==> src/rtl/pc_sequencer_if.sv <==
// Fetch-side bus of pc_sequencer: redirect requests and stall inputs in,
// fetch address and status out. The slave modport is the sequencer itself.
interface pc_sequencer_if #(
   parameter int INST_MEM_WIDTH = 14,
   parameter int NUM_SRC        = 4
);
   logic                                enable;
   logic                                fetch_ready;
   logic [NUM_SRC-1:0]                  redirect_valid;
   logic [NUM_SRC*INST_MEM_WIDTH-1:0]   redirect_pc;
   logic                                call;
   logic                                ret;
   logic [INST_MEM_WIDTH-1:0]           pc;
   logic                                pc_valid;
   logic                                redirect_pending;
   logic                                ras_empty;

   modport master (
      output enable, fetch_ready, redirect_valid, redirect_pc, call, ret,
      input  pc, pc_valid, redirect_pending, ras_empty
   );

   modport slave (
      input  enable, fetch_ready, redirect_valid, redirect_pc, call, ret,
      output pc, pc_valid, redirect_pending, ras_empty
   );
endinterface

==> src/rtl/pc_sequencer.sv <==
// Fetch-stage PC sequencer: prioritised redirects, stall-safe redirect capture, sequential increment.
// Define PC_SEQUENCER_RAS_EN to build the return-address stack; otherwise call/ret are ignored.
module pc_sequencer #(
   parameter int                          INST_MEM_WIDTH = 14,
   parameter int                          NUM_SRC        = 4,
   parameter int                          RAS_DEPTH      = 8,
   parameter logic [INST_MEM_WIDTH-1:0]   RESET_PC       = '0
) (
   input logic           CLK,
   input logic           reset_n,
   pc_sequencer_if.slave bus
);
   localparam int             W      = INST_MEM_WIDTH;
   localparam logic [W-1:0]   PC_ONE = W'(1);

   logic           advance;
   logic           any_redirect;
   logic           ras_hit;
   logic [W-1:0]   sel_pc;
   logic [W-1:0]   pc_q;
   logic [W-1:0]   pc_next;
   logic [W-1:0]   pc_inc;
   logic [W-1:0]   pend_pc;
   logic [W-1:0]   pend_pc_next;
   logic [W-1:0]   ras_top;
   logic           pc_valid_q;
   logic           pend_valid;
   logic           pend_valid_next;

   assign advance      = bus.enable & bus.fetch_ready;
   assign any_redirect = |bus.redirect_valid;
   assign pc_inc       = pc_q + PC_ONE;

   // Scan from the lowest-priority source upwards so source 0 is written last and wins.
   always_comb begin
      sel_pc = '0;
      for (int i = NUM_SRC - 1; i >= 0; i--) begin
         if (bus.redirect_valid[i]) sel_pc = bus.redirect_pc[i*W +: W];
      end
   end

   // NOTE: every output of this block gets a default first, so no path can infer a latch.
   always_comb begin
      pc_next         = pc_q;
      pend_valid_next = pend_valid;
      pend_pc_next    = pend_pc;
      if (advance) begin
         pend_valid_next = 1'b0;
         if (any_redirect)    pc_next = sel_pc;
         else if (pend_valid) pc_next = pend_pc;
         else if (ras_hit)    pc_next = ras_top;
         else                 pc_next = pc_inc;
      end else if (any_redirect) begin
         pend_valid_next = 1'b1;
         pend_pc_next    = sel_pc;
      end
   end

   // NOTE: state registers use non-blocking assignments so every flop samples pre-edge values.
   always_ff @(posedge CLK or negedge reset_n) begin
      if (!reset_n) begin
         pc_q       <= RESET_PC;
         pc_valid_q <= 1'b0;
         pend_valid <= 1'b0;
         pend_pc    <= '0;
      end else begin
         pc_q       <= pc_next;
         pc_valid_q <= 1'b1;
         pend_valid <= pend_valid_next;
         pend_pc    <= pend_pc_next;
      end
   end

   assign bus.pc               = pc_q;
   assign bus.pc_valid         = pc_valid_q;
   assign bus.redirect_pending = pend_valid;

`ifdef PC_SEQUENCER_RAS_EN
   localparam int              PW       = $clog2(RAS_DEPTH);
   localparam logic [PW-1:0]   PTR_ONE  = PW'(1);
   localparam logic [PW:0]     CNT_ONE  = (PW+1)'(1);
   localparam logic [PW:0]     CNT_FULL = (PW+1)'(RAS_DEPTH);

   logic [W-1:0]    ras_mem [RAS_DEPTH];
   logic [PW-1:0]   ras_ptr;
   logic [PW-1:0]   ptr_popped;
   logic [PW:0]     ras_count;
   logic [PW:0]     cnt_popped;
   logic            ras_upd;
   logic            ras_pop;
   logic            ras_push;

   // Redirect or pending-consume cycles fetch down a wrong path, so their call/ret are dropped.
   assign ras_upd    = advance & ~any_redirect & ~pend_valid;
   assign ras_hit    = bus.ret & (ras_count != '0);
   assign ras_pop    = ras_upd & ras_hit;
   assign ras_push   = ras_upd & bus.call;
   assign ras_top    = ras_mem[ras_ptr - PTR_ONE];
   assign ptr_popped = ras_pop ? ras_ptr - PTR_ONE : ras_ptr;
   assign cnt_popped = ras_pop ? ras_count - CNT_ONE : ras_count;

   always_ff @(posedge CLK or negedge reset_n) begin
      if (!reset_n) begin
         ras_ptr   <= '0;
         ras_count <= '0;
      end else if (ras_push) begin
         ras_ptr   <= ptr_popped + PTR_ONE;
         ras_count <= (cnt_popped == CNT_FULL) ? CNT_FULL : cnt_popped + CNT_ONE;
      end else begin
         ras_ptr   <= ptr_popped;
         ras_count <= cnt_popped;
      end
   end

   // NOTE: stack storage is deliberately not reset; the count alone decides which entries are live.
   always_ff @(posedge CLK) begin
      if (ras_push) ras_mem[ptr_popped] <= pc_inc;
   end

   assign bus.ras_empty = (ras_count == '0);
`else
   logic unused_ras_in;

   assign unused_ras_in = bus.call ^ bus.ret;
   assign ras_hit       = 1'b0;
   assign ras_top       = '0;
   assign bus.ras_empty = 1'b1;
`endif

endmodule

==> src/flat_wrapper.sv <==
// flat-port wrapper written by rule: the top's interface ports become plain ports
module pc_sequencer_flat 
#(
   parameter int                          INST_MEM_WIDTH = 14,
   parameter int                          NUM_SRC        = 4,
   parameter int                          RAS_DEPTH      = 8,
   parameter logic [INST_MEM_WIDTH-1:0]   RESET_PC       = '0
)
  (CLK, reset_n, bus_enable, bus_fetch_ready, bus_redirect_valid, bus_redirect_pc, bus_call, bus_ret, bus_pc, bus_pc_valid, bus_redirect_pending, bus_ras_empty);
  pc_sequencer_if #(.INST_MEM_WIDTH(INST_MEM_WIDTH), .NUM_SRC(NUM_SRC)) bus_i ();
  input logic CLK;
  input logic reset_n;
  input wire logic [$bits(bus_i.enable)-1:0] bus_enable;
  input wire logic [$bits(bus_i.fetch_ready)-1:0] bus_fetch_ready;
  input wire logic [$bits(bus_i.redirect_valid)-1:0] bus_redirect_valid;
  input wire logic [$bits(bus_i.redirect_pc)-1:0] bus_redirect_pc;
  input wire logic [$bits(bus_i.call)-1:0] bus_call;
  input wire logic [$bits(bus_i.ret)-1:0] bus_ret;
  output wire logic [$bits(bus_i.pc)-1:0] bus_pc;
  output wire logic [$bits(bus_i.pc_valid)-1:0] bus_pc_valid;
  output wire logic [$bits(bus_i.redirect_pending)-1:0] bus_redirect_pending;
  output wire logic [$bits(bus_i.ras_empty)-1:0] bus_ras_empty;
  assign bus_i.enable = bus_enable;
  assign bus_i.fetch_ready = bus_fetch_ready;
  assign bus_i.redirect_valid = bus_redirect_valid;
  assign bus_i.redirect_pc = bus_redirect_pc;
  assign bus_i.call = bus_call;
  assign bus_i.ret = bus_ret;
  assign bus_pc = bus_i.pc;
  assign bus_pc_valid = bus_i.pc_valid;
  assign bus_redirect_pending = bus_i.redirect_pending;
  assign bus_ras_empty = bus_i.ras_empty;
  pc_sequencer #(.INST_MEM_WIDTH(INST_MEM_WIDTH), .NUM_SRC(NUM_SRC), .RAS_DEPTH(RAS_DEPTH), .RESET_PC(RESET_PC)) u_core (.CLK(CLK), .reset_n(reset_n), .bus(bus_i));
endmodule
==> config.mk <==
export PLATFORM = sky130hd
export DESIGN_NAME = pc_sequencer_flat
export DESIGN_NICKNAME = d
export VERILOG_FILES = /design/src/rtl/pc_sequencer_if.sv /design/src/rtl/pc_sequencer.sv /design/src/flat_wrapper.sv
export SDC_FILE = /design/constraint.sdc
export NUM_CORES = 1
export LEC_CHECK = 0
export ABC_AREA = 1
export ABC_CLOCK_PERIOD_IN_PS = 1800
export BUFFER_PORTS_ARGS = -buffer_cell sky130_fd_sc_hd__buf_2
export CAP_MARGIN = 20
export CORE_MARGIN = 2
export CORE_UTILIZATION = 31
export DETAILED_ROUTE_END_ITERATION = 6
export SLEW_MARGIN = 20
export SYNTH_ARGS = -nofsm -noshare
export SYNTH_HDL_FRONTEND = slang
export SYNTH_SLANG_ARGS = --single-unit
==> constraint.sdc <==
create_clock -name CLK -period 1.8 [get_ports CLK]
set_input_delay 0.27 -clock CLK [delete_from_list [all_inputs] [get_ports CLK]]
set_output_delay 0.27 -clock CLK [all_outputs]
set_load 0.01 [all_outputs]
# Yosys cells after proc, flatten, opt, wreduce, memory -nomap -nowiden
# Cells that the tools add are included.
dict set report word_totals {
  reg_bits 30
  wordCells 18
  inputBits 66
  output_inout_bits 17
}
dict set report op_classes {
  muxes 8
  bitwise_logic 2
  n_reduce_logical 3
  addsub 1
}
# operator count
set ops {}
lappend ops {{$mux 14} 6}
lappend ops {{$add 14x1->14 const B} 1}
lappend ops {{$reduce_or 4->1} 1}
lappend ops {{$mux 1} 2}
lappend ops {{$reduce_and 2->1} 1}
lappend ops {{$reduce_bool 2->1} 1}
lappend ops {{$and 1x1->1} 1}
lappend ops {{$not 1->1} 1}

# Logic depth before layout (Yosys ltp)
dict set report depth {
  ltp_word 5
  depth_mapped 9
  ltp_nobuf 8
}

# Worst setup path after synthesis
# No wires, ideal clock.
dict set report synth_path {
  kind {reg2reg}
  from {register u_core.pc_q[1], in the netlist u_core.bus.pc[1]}
  to {register u_core.pc_q[10], in the netlist u_core.bus.pc[10]}
  required_time_ps 1677
  path_stages_with_launch 9
  arrival_time_ps 1273
  n_path_buf 0
  slack_ps 404
  synth_period_minus_slack_ps 1396
  path_cell_list {dfrtp_1 -> ha_1 -> nand3_1 -> nor2_1 -> nand2_1 -> nand2_1 -> nand2_1 -> o21bai_1 -> a21oi_2}
}
dict set report synth_via {
  elab_chain_len 3
}
# item line
set synth_rtl {}
lappend synth_rtl {{start: declaration} pc_sequencer.sv:20} ;# logic [W-1:0] pc_q;
lappend synth_rtl {{start signal: assignment} pc_sequencer.sv:67} ;# pc_q <= pc_next;
lappend synth_rtl {{$add 14x1->14} pc_sequencer.sv:32} ;# assign pc_inc = pc_q + PC_ONE;
lappend synth_rtl {{$mux 14} pc_sequencer.sv:50} ;# else if (pend_valid) pc_next = pend_pc;
lappend synth_rtl {{$mux 14} pc_sequencer.sv:49} ;# if (any_redirect) pc_next = sel_pc;
# No other way between the ends.
# A chain may end at the register's enable or synchronous reset.

# Final worst setup path
dict set report layout_path {
  from {register u_core.pc_q[0], in the netlist u_core.bus.pc[0]}
  to {register u_core.pc_q[10], in the netlist u_core.bus.pc[10]}
}
# Same word-level chain as after synthesis.

==> results by group <==
Cells and area
  – Non-filler instance count after layout: 493
  – Layout cells sized above 1: 30.48%
  – Commonest non-fill, non-tap cell in the layout: nand2_1
  – Area growth, synth to finish: 23.26%
  – Commonest non-fill, non-tap cells in the layout: 101 x nand2_1, 79 x buf_2, 38 x nor2_1
  – Post-layout util: 39.96%
  – Final nets: 464
  – ANT cells: 0
  – Post-route cell area: 2745 um^2

Min path
  – Hold WC Path Type: in -> async

Pwr
  – Sw power: 0.6879 mW
  – Cell Pwr Density: 709.4 nW/um^2
  – P_int: 1.260 mW
  – Worst VDD drop: 0.0003298 V
  – Seq pwr share: 43.9%
  – Clock Power Share: 26.1%
  – Switch share: 35.32%
  – Leakage: 1.375 nW
  – Comb power frac: 30.0%
  – Tot Pwr: 1.948 mW

Timing
  – Worst Tran Pin Value: 684.0 ps
  – Tcrit/Tclk final: 84.57%
  – Slew Limit Headroom: 54.40%
  – Final setup vio count: 0
  – Minimum clock period after layout: 1522 ps
  – Fmax: 656.9 MHz
  – Final hold violation count: 0
  – Unrepaired setup endpoints after global routing: false
  – Max Transition Viols Final: 0
  – Skew final: 4.156 ps
  – TNS Setup: 0 ps

Synthesis
  – Ys Warns: 0
  – Syn Inst Count: 320
  – Yosys reg bits: 30
  – Post-synth cell types: 32
  – Synthesized area per cell: 6.960 um^2
  – Synthesized area: 2227 um^2
  – Seq/Total Area, Yosys: 33.71%

Critical path
  – Most frequent CP cell: nand2_1
  – CP max FO: 5
  – Crit path DAT: 1690 ps
  – Crit path kind: reg -> reg
  – Worst path required time: 1960 ps
  – Critical-path cell with the highest stage delay: dfrtp_1
  – Kind of end point of the critical path: flip-flop
  – Startpoint types: flip-flop
  – Critical-path cell list: ha_1 > nand3_1 > nor2_1 > nand2_1 > nand2_1 > nand2_1 > o21bai_1 > a21oi_2
  – Peak per-stage delay on the critical path: 410 ps

Clock tree
  – Post_cts resized: 0
  – Clk sink count: 30
  – Hold buffer count at CTS: 0
  – Clk pin slew, worst setup/hold paths: 60 ps
  – Clk_lat worst skew: 280 ps
  – H-tree depth: 2
  – Cts bufs inserted: 5
  – Post-CTS setup repair buffer count: 0
  – Clock Path Buffers: 2
  – TritonCTS clock tree: built
  – Clock root cell: clkbuf_8

Drt
  – Final ANT Viol Nets: 0
  – Vias per inst: 4.651
  – Initial drt markers: 119
  – Vias post-DR: 2293
  – DRT Wirelength: 6158 um
  – TritonRoute pass-1 iters: 4
  – Residual DRC: 0
  – WL/cell: 12.49 um

Die
  – I/O pin cnt: 83
  – Initial Util: 32.42%
  – Die Y: 88.76 um
  – Area of the core: 6869 um^2
  – Rows: 30
  – Die width: 88.76 um
  – DIE AREA: 7878 um^2

GRT
  – Antenna violations before repair: 0
  – Number of global-route vias before repair: 2278
  – Pin count of the biggest net entering global routing: 31
  – Global route overflow: 0
  – Overall routing resource usage: 16.69%
  – First-pass GRT wire length: 10370 um

Place
  – RePlAce Congestion: 0.8048
  – Final HPWL DP: 4884 um
  – Placed Cells: 486
  – Placed cell areas: 2666 um^2
  – Buffers on Ports: 79

Job
  – Max_cap viols: 0

Status
  – Status: finished, final reports clean
==> metal layers <==
layer  vias to the layer above  GRT usage (%)  share of wire (%)
met4                         0          3.719               0.19
met5                         -              0                  0
met1                      1048          21.30                 46
met2                        49          29.04                 50
met3                         2          3.358                4.5
li1                       1194              -                  -
==> Yosys cell counts <==
| cell type | count | share of area (%) |
|---|---|---|
| a21o_1 | 9 | 3.0 |
| a21oi_1 | 35 | 7.9 |
| a21oi_2 | 2 | 0.79 |
| a22oi_1 | 2 | 0.67 |
| a22oi_2 | 2 | 1.1 |
| buf_2 | 1 | 0.22 |
| buf_4 | 5 | 1.7 |
| buf_6 | 4 | 2.0 |
| buf_8 | 1 | 0.67 |
| clkbuf_1 | 4 | 0.67 |
| conb_1 | 1 | 0.17 |
| dfrtp_1 | 30 | 34 |
| ha_1 | 1 | 0.56 |
| inv_1 | 16 | 2.7 |
| inv_2 | 5 | 0.84 |
| inv_6 | 1 | 0.39 |
| nand2_1 | 101 | 17 |
| nand2_2 | 4 | 1.1 |
| nand3_1 | 10 | 2.2 |
| nand3_4 | 1 | 0.79 |
| nand4_1 | 4 | 1.1 |
| nor2_1 | 38 | 6.4 |
| nor2_2 | 3 | 0.84 |
| nor2_4 | 1 | 0.51 |
| nor2_8 | 2 | 1.8 |
| o211ai_1 | 1 | 0.34 |
| o21ai_0 | 2 | 0.45 |
| o21ai_1 | 18 | 4.0 |
| o21ai_2 | 9 | 3.5 |
| o21bai_1 | 2 | 0.67 |
| xnor2_1 | 3 | 1.2 |
| xor2_1 | 2 | 0.79 |
==> registers in the layout, indices dropped and copies added, names as in the netlist <==
signal / flops
u_core.bus.redirect_pending: 1
u_core.pend_pc: 14
u_core.bus.pc: 14
u_core.bus.pc_valid: 1
==> critical path, delay by kind of cell (launching register included) <==
kind,cells,cell delay (ps)
simple gates,5,550
compound gates,2,230
fa+ha+maj,1,210
flops,1,410
==> cell families after synthesis <==
family	after synthesis	share of synthesized area [%]
simple gates	164	31.85
compound gates	82	22.53
buf+inv	37	9.213
flops	30	33.71
xor+xnor	5	1.967
fa+ha+maj	1	0.5617
other cells	1	0.1684
==> power groups by stage <==
stage / combinational (mW) / sequential [mW] / clock, mW
after CTS: 0.592 / 0.856 / 0.521
after detailed placement: 0.589 / 0.868 / 0
final: 0.583 / 0.855 / 0.509
after floorplan: 0.368 / 0.870 / 0
after global placement: 0.580 / 0.867 / 0
after global routing: 0.670 / 0.871 / 0.556
==> per-stage QoR <==
| step | hold WS [ps] | worst slack, ps |
|---|---|---|
| after floorplan | -25.59 | 404.3 |
| after global placement | 360.0 | 231.3 |
| after detailed placement | 358.6 | 201.9 |
| after CTS | 60.97 | 272.0 |
| after global routing | 107.0 | 136.8 |
| final | 35.36 | 277.8 |
==> cell type report <==
class	count	area [um^2]
fill	751	4124
multi-input combinational	254	1275
sequential	30	750.7
timing repair buffer	84	432.9
tap	96	120.1
inverter	22	87.58
clock buffer	5	68.82
clock inverter	2	10.01
==> path summary, 6_finish.rpt <==
kind	slack (ps)	startpoint	end	depth (start not counted)
setup reg to reg	280	u_core.bus.pc[0]$_DFFE_PN0P_	u_core.bus.pc[10]$_DFFE_PN0P_	8
setup / recovery	280	u_core.bus.pc[0]$_DFFE_PN0P_	u_core.bus.pc[10]$_DFFE_PN0P_	8
max in group asynchronous	1320	reset_n	u_core.pend_pc[9]$_DFFE_PN0P_	1
min in group CLK	310	bus_redirect_pc[4]	u_core.pend_pc[4]$_DFFE_PN0P_	3
hold / removal	40	reset_n	u_core.bus.pc[3]$_DFFE_PN0P_	1
hold reg to reg	490	u_core.pend_pc[0]$_DFFE_PN0P_	u_core.pend_pc[0]$_DFFE_PN0P_	2
Note: power is estimated with default switching activity, not from simulation.
